File: src/rtl/data_memory_mp.sv
// Parametrised 2-read/1-write scratch data memory with byte enables, registered reads
// and a clear sequencer. Define DMEM_BYPASS_EN for write-first read-during-write.
module data_memory_mp #(
    parameter int DATA_W = 32,
    parameter int DEPTH  = 16,
    parameter int ADDR_W = 5
) (
    input  logic                clk,
    input  logic                reset,
    input  logic [ADDR_W-1:0]   read1,
    input  logic [ADDR_W-1:0]   read2,
    input  logic [ADDR_W-1:0]   write,
    input  logic                we,
    input  logic [DATA_W/8-1:0] be,
    input  logic                re,
    input  logic [DATA_W-1:0]   data_in,
    input  logic                clear_req,
    output logic [DATA_W-1:0]   data_out1,
    output logic [DATA_W-1:0]   data_out2,
    output logic                rd_valid,
    output logic                busy,
    output logic                addr_err
);

    localparam int BYTES = DATA_W / 8;
    localparam int IDX_W = $clog2(DEPTH);
    localparam logic [ADDR_W:0]   DEPTH_L = (ADDR_W + 1)'(DEPTH);
    localparam logic [ADDR_W-1:0] LAST    = ADDR_W'(DEPTH - 1);

    typedef enum logic {CLEAR, READY} state_t;

    state_t            state;
    logic [ADDR_W-1:0] cnt;
    logic [DATA_W-1:0] mem [DEPTH];

    logic              wr_ok, r1_ok, r2_ok;
    logic [DATA_W-1:0] old_word, merged, rd1_word, rd2_word;

    function automatic logic [DATA_W-1:0] byte_merge(
        input logic [DATA_W-1:0] old_w,
        input logic [DATA_W-1:0] new_w,
        input logic [BYTES-1:0]  en
    );
        logic [DATA_W-1:0] res;
        res = old_w;
        for (int i = 0; i < BYTES; i++) begin
            if (en[i]) res[8*i +: 8] = new_w[8*i +: 8];
        end
        return res;
    endfunction

    // Range checks widen by one bit so DEPTH == 2^ADDR_W never flags.
    assign wr_ok    = {1'b0, write} < DEPTH_L;
    assign r1_ok    = {1'b0, read1} < DEPTH_L;
    assign r2_ok    = {1'b0, read2} < DEPTH_L;
    assign old_word = mem[write[IDX_W-1:0]];
    assign merged   = byte_merge(old_word, data_in, be);

`ifdef DMEM_BYPASS_EN
    assign rd1_word = (we && wr_ok && read1 == write) ? merged : mem[read1[IDX_W-1:0]];
    assign rd2_word = (we && wr_ok && read2 == write) ? merged : mem[read2[IDX_W-1:0]];
`else
    assign rd1_word = mem[read1[IDX_W-1:0]];
    assign rd2_word = mem[read2[IDX_W-1:0]];
`endif

    // Storage is never reset; the sequencer zeroes it once reset releases.
    always_ff @(posedge clk) begin
        if (!reset) begin
            if (state == CLEAR) begin
                mem[cnt[IDX_W-1:0]] <= '0;
            end else if (we && wr_ok) begin
                mem[write[IDX_W-1:0]] <= merged;
            end
        end
    end

    always_ff @(posedge clk or posedge reset) begin
        if (reset) begin
            state     <= CLEAR;
            cnt       <= '0;
            busy      <= 1'b1;
            data_out1 <= '0;
            data_out2 <= '0;
            rd_valid  <= 1'b0;
            addr_err  <= 1'b0;
        end else begin
            case (state)
                CLEAR: begin
                    data_out1 <= '0;
                    data_out2 <= '0;
                    rd_valid  <= 1'b0;
                    addr_err  <= 1'b0;
                    if (cnt == LAST) begin
                        state <= READY;
                        busy  <= 1'b0;
                    end else begin
                        cnt <= cnt + ADDR_W'(1);
                    end
                end
                default: begin
                    addr_err <= (we && !wr_ok) || (re && (!r1_ok || !r2_ok));
                    if (re) begin
                        data_out1 <= r1_ok ? rd1_word : '0;
                        data_out2 <= r2_ok ? rd2_word : '0;
                        rd_valid  <= 1'b1;
                    end else begin
                        data_out1 <= '0;
                        data_out2 <= '0;
                        rd_valid  <= 1'b0;
                    end
                    // The access of this cycle completes before the clear begins.
                    if (clear_req) begin
                        state <= CLEAR;
                        cnt   <= '0;
                        busy  <= 1'b1;
                    end
                end
            endcase
        end
    end

endmodule

File: config.mk
export PLATFORM = sky130hd
export DESIGN_NAME = data_memory_mp
export DESIGN_NICKNAME = d
export VERILOG_FILES = /design/src/rtl/data_memory_mp.sv
export SDC_FILE = /design/constraint.sdc
export NUM_CORES = 1
export LEC_CHECK = 0
export CAP_MARGIN = 20
export CORE_MARGIN = 2
export CORE_UTILIZATION = 55
export DETAILED_ROUTE_END_ITERATION = 7
export PLACE_DENSITY_LB_ADDON = 0.3
export SYNTH_ARGS = -nofsm -noshare
export SYNTH_HDL_FRONTEND = slang
export SYNTH_SLANG_ARGS = --single-unit
export TNS_END_PERCENT = 20
File: constraint.sdc
create_clock -name clk -period 2.3 [get_ports clk]
set_clock_uncertainty 0.05 [all_clocks]
set_input_delay 0.23 -clock clk [delete_from_list [all_inputs] [get_ports clk]]
set_output_delay 0.23 -clock clk [all_outputs]
set_load 0.05 [all_outputs]
==> metrics.md <==
| Metric | Value |
|---|---|
| Core ar. | `0.0478 sq mm` |
| Biggest area consumer among synthesized cells | `edfxtp_1` |
| Setup ws final | `-94.4 ps` |
| Asr flop ratio synth | `12.5%` |
| Routed WL | `73000 um` |
| DPL Wire Length | `45400 um` |
| CP required | `2570 ps` |
| Least-Margin Pin Slew | `779 ps` |
| Pre-CTS WS | `-1110 ps` |
| TritonCTS Buffers | `58` |
| NetSw | `7.54 mW` |
| Die X | `224 um` |
| Placed Cells | `2194` |
| HP Class | `input pin to async pin` |
| Initial antenna violation count | `0` |
| Final Power | `28.1 mW` |
| Drc violations | `0` |
| Rows | `80` |
| Ys Warns | `0` |
| Startpoint types | `register` |
| Top post-synthesis cells by area | `edfxtp_1 (58%), mux4_2 (22%), dfrtp_1 (6.7%)` |
| Worst relative slew slack | `48.1%` |
| Die Ht | `224 um` |
| Vias per std cell | `7.09` |
| Reg2reg start | `state` |
| Final setup vio count | `176` |
| Peak supply drop | `0.548 mV` |
| Nets | `1701` |
| Met3 usage | `4.86%` |
| Wire per inst | `31.6 um` |
| Final Hold Viols | `0` |
| Share of cells above drive strength 1 | `35.2%` |
| Top_reg_cell synth | `edfxtp_1` |
| H-Tree Depth | `2` |
| Distinct cells, synth | `37` |
| Crit share post-route | `104%` |
| Slew Limit Fails | `0` |
| Fmax achieved | `418 MHz` |
| Crit-path cells | `nand4bb_1 -> or4_1 -> buf_6 -> buf_4 -> a221oi_1 -> buf_4` |
| Syn avg cell area | `19.1 sq um` |
| Initial Util | `55.8%` |
| Switch share | `26.8%` |
| Clk sinks | `585` |
| Power Dens Cells | `853 mW/mm^2` |
| Setup CP Type | `register to register` |
| Port bufs | `122` |
| P&R area growth vs syn | `23.3%` |
| Worst skew pair latency | `620 ps` |
| Post-synth EDFFs | `512` |
| Largest net degree at the start of global routing | `86` |
| CP max stage delay | `460 ps` |
| Synth top area share | `57.6%` |
| Gr usage total | `29.5%` |
| Outcome | `finished with violations` |
| Vias in the first global route | `16700` |
| Most frequent CP cell | `buf_4` |
| Most numerous cell in the Yosys netlist | `edfxtp_1` |
| Critical Path End Type | `register` |
| Number of top-level pins | `123` |
| Routability cong. | `0.880` |
| Int Pwr | `20.6 mW` |
| Logic pwr share | `19.4%` |
| Worst reg2reg endpoint | `mem[8][21]` |
| Clock power frac | `35.0%` |
| CTS tree | `built` |
| Post-Syn Instances | `1398` |
| First DRT Iteration DRCs | `2416` |
| Met1 usage | `42.2%` |
| Failing checks | `negative setup slack` |
| Post-synth top cells | `edfxtp_1 (512), mux4_2 (256), clkbuf_1 (80)` |
| Root buffer cell | `clkbuf_16` |
| Diodes inserted | `0` |
| Final Non-Filler Cells | `2308` |
| Maximum fanout along the worst path | `9` |
| CTS clk-pin slew, worst paths | `60 ps` |
| Maximum clock insertion buffer count | `3` |
| GRT Max-Usage Layer | `met2` |
| Post-Syn Area | `0.0267 sq mm` |
| Register area share after synthesis | `64.4%` |
| Max-Cap Viols | `0` |
| Die ar. | `0.0503 sq mm` |
| #FFs+latches synth | `585` |
| Syn nets | `1456` |
| Reg2Reg Setup Slack | `-90 ps` |
| Global-route wire length before repair | `109000 um` |
| R2r worst-path depth | `6` |
| Grt ovf | `0` |
| Flop pwr share | `45.6%` |
| Vias | `16400` |
| Slowest CP cell | `or4_1` |
| Final period demand of the worst path | `2390 ps` |
| RSZ-0062 raised after global routing | `true` |
| Met2 Use GR | `46.8%` |
| Critical path arrival | `2660 ps` |
| Leakage power | `11.6 nW` |
| DRT Pass-1 Iters | `6` |
| Remaining antenna violation count after routing | `0` |
flip-flops by register name (all words and copies together), names as in the netlist:
register	flops
cnt	5
addr_err	1
busy	1
data_out1	32
mem	512
state	1
data_out2	32
rd_valid	1
worst max-delay path: cells and delay by family (launching register included):
family	cells	cell delay, ps
AOI/OAI and AO/OA	1	340
buffers and inverters	3	640
DFF	1	400
and+or+nand+nor	2	630
power groups by stage:
stage          Clock (mW)  Sequential, mW  Combinational (mW)
3_3_place_gp            0            12.9                4.69
2_1_floorplan           0            13.2                2.36
6_report             9.85            12.8                5.46
5_1_grt              10.3            12.9                5.67
4_1_cts              9.92            12.8                5.12
3_5_place_dp            0            13.0                4.80
cells by family (layout without fill, tap and decap cells):
| kind of cell | count (synthesis) | after routing | synth area share, % |
|---|---|---|---|
| buffers and inverters | 139 | 433 | 2.20 |
| adder cells (fa/ha/maj) | 2 | 2 | 0.0937 |
| flip-flops | 585 | 585 | 64.4 |
| multiplexers | 322 | 322 | 24.1 |
| AND/OR/NAND/NOR | 197 | 198 | 4.73 |
| AO/OA/AOI/OAI | 150 | 150 | 4.40 |
| XOR/XNOR | 3 | 3 | 0.0984 |
worst max path at each step:
stage | to | startpoint | depth (start not counted) | slack [ps]
floorplan | mem[8][0] | state | 6 | -210
finish | mem[8][21] | state | 6 | -90
global placement | mem[3][29] | be[0] | 5 | -1230
global route | mem[4][24] | state | 4 | -140
detailed placement | mem[7][22] | be[1] | 5 | -1110
CTS | mem[4][4] | state | 4 | -110
routing by layer:
layer | vias up | share of wire (%)
met5 | - | 0
met4 | 0 | 3.3
li1 | 6534 | -
met1 | 8490 | 38
met3 | 163 | 10
met2 | 1170 | 49
stage by stage:
step	util [%]	hold slack, ps	setup TNS, ps	area (sq um)
after global placement	63.3	419	-438700	30300
after global routing	68.9	60.9	-19920	32900
after floorplan	-	269	-69290	26700
after CTS	68.3	9.90	-4400	32700
final	68.9	19.6	-7270	32900
after detailed placement	63.4	447	-450230	30300
cell usage in the layout, fill, tap and decap left out, types with 10 or more instances in the layout:
| master | instances |
|---|---|
| clkinv_2 | 10 |
| buf_6 | 14 |
| clkbuf_1 | 15 |
| clkbuf_16 | 63 |
| a221oi_1 | 24 |
| nand3b_1 | 68 |
| mux4_2 | 256 |
| edfxtp_1 | 512 |
| o211ai_1 | 66 |
| a221oi_4 | 26 |
| nand3_1 | 64 |
| buf_4 | 125 |
| dfrtp_1 | 72 |
| a221oi_2 | 14 |
| mux2i_1 | 65 |
| and3_1 | 33 |
| clkdlybuf4s50_1 | 116 |
| buf_12 | 58 |
repair_timing:
item,4_1_cts,5_1_grt
hold endpoints to repair,1,0
setup endpoints to repair,292,395
pin swaps,2,3
gates cloned,0,1
resized for setup,51,27
buffers inserted,0,2
hold buffers,1,0
layout make-up:
cell class	count	area, sq um
clock buffers	82	1690
clock inverters	28	312
fillers	2947	14900
inverters	4	16.3
multi-input cells	675	9480
flip-flops and latches	585	17200
well taps	615	769
repair buffers	319	3470
No activity file was read; power rests on OpenSTA's default activity.
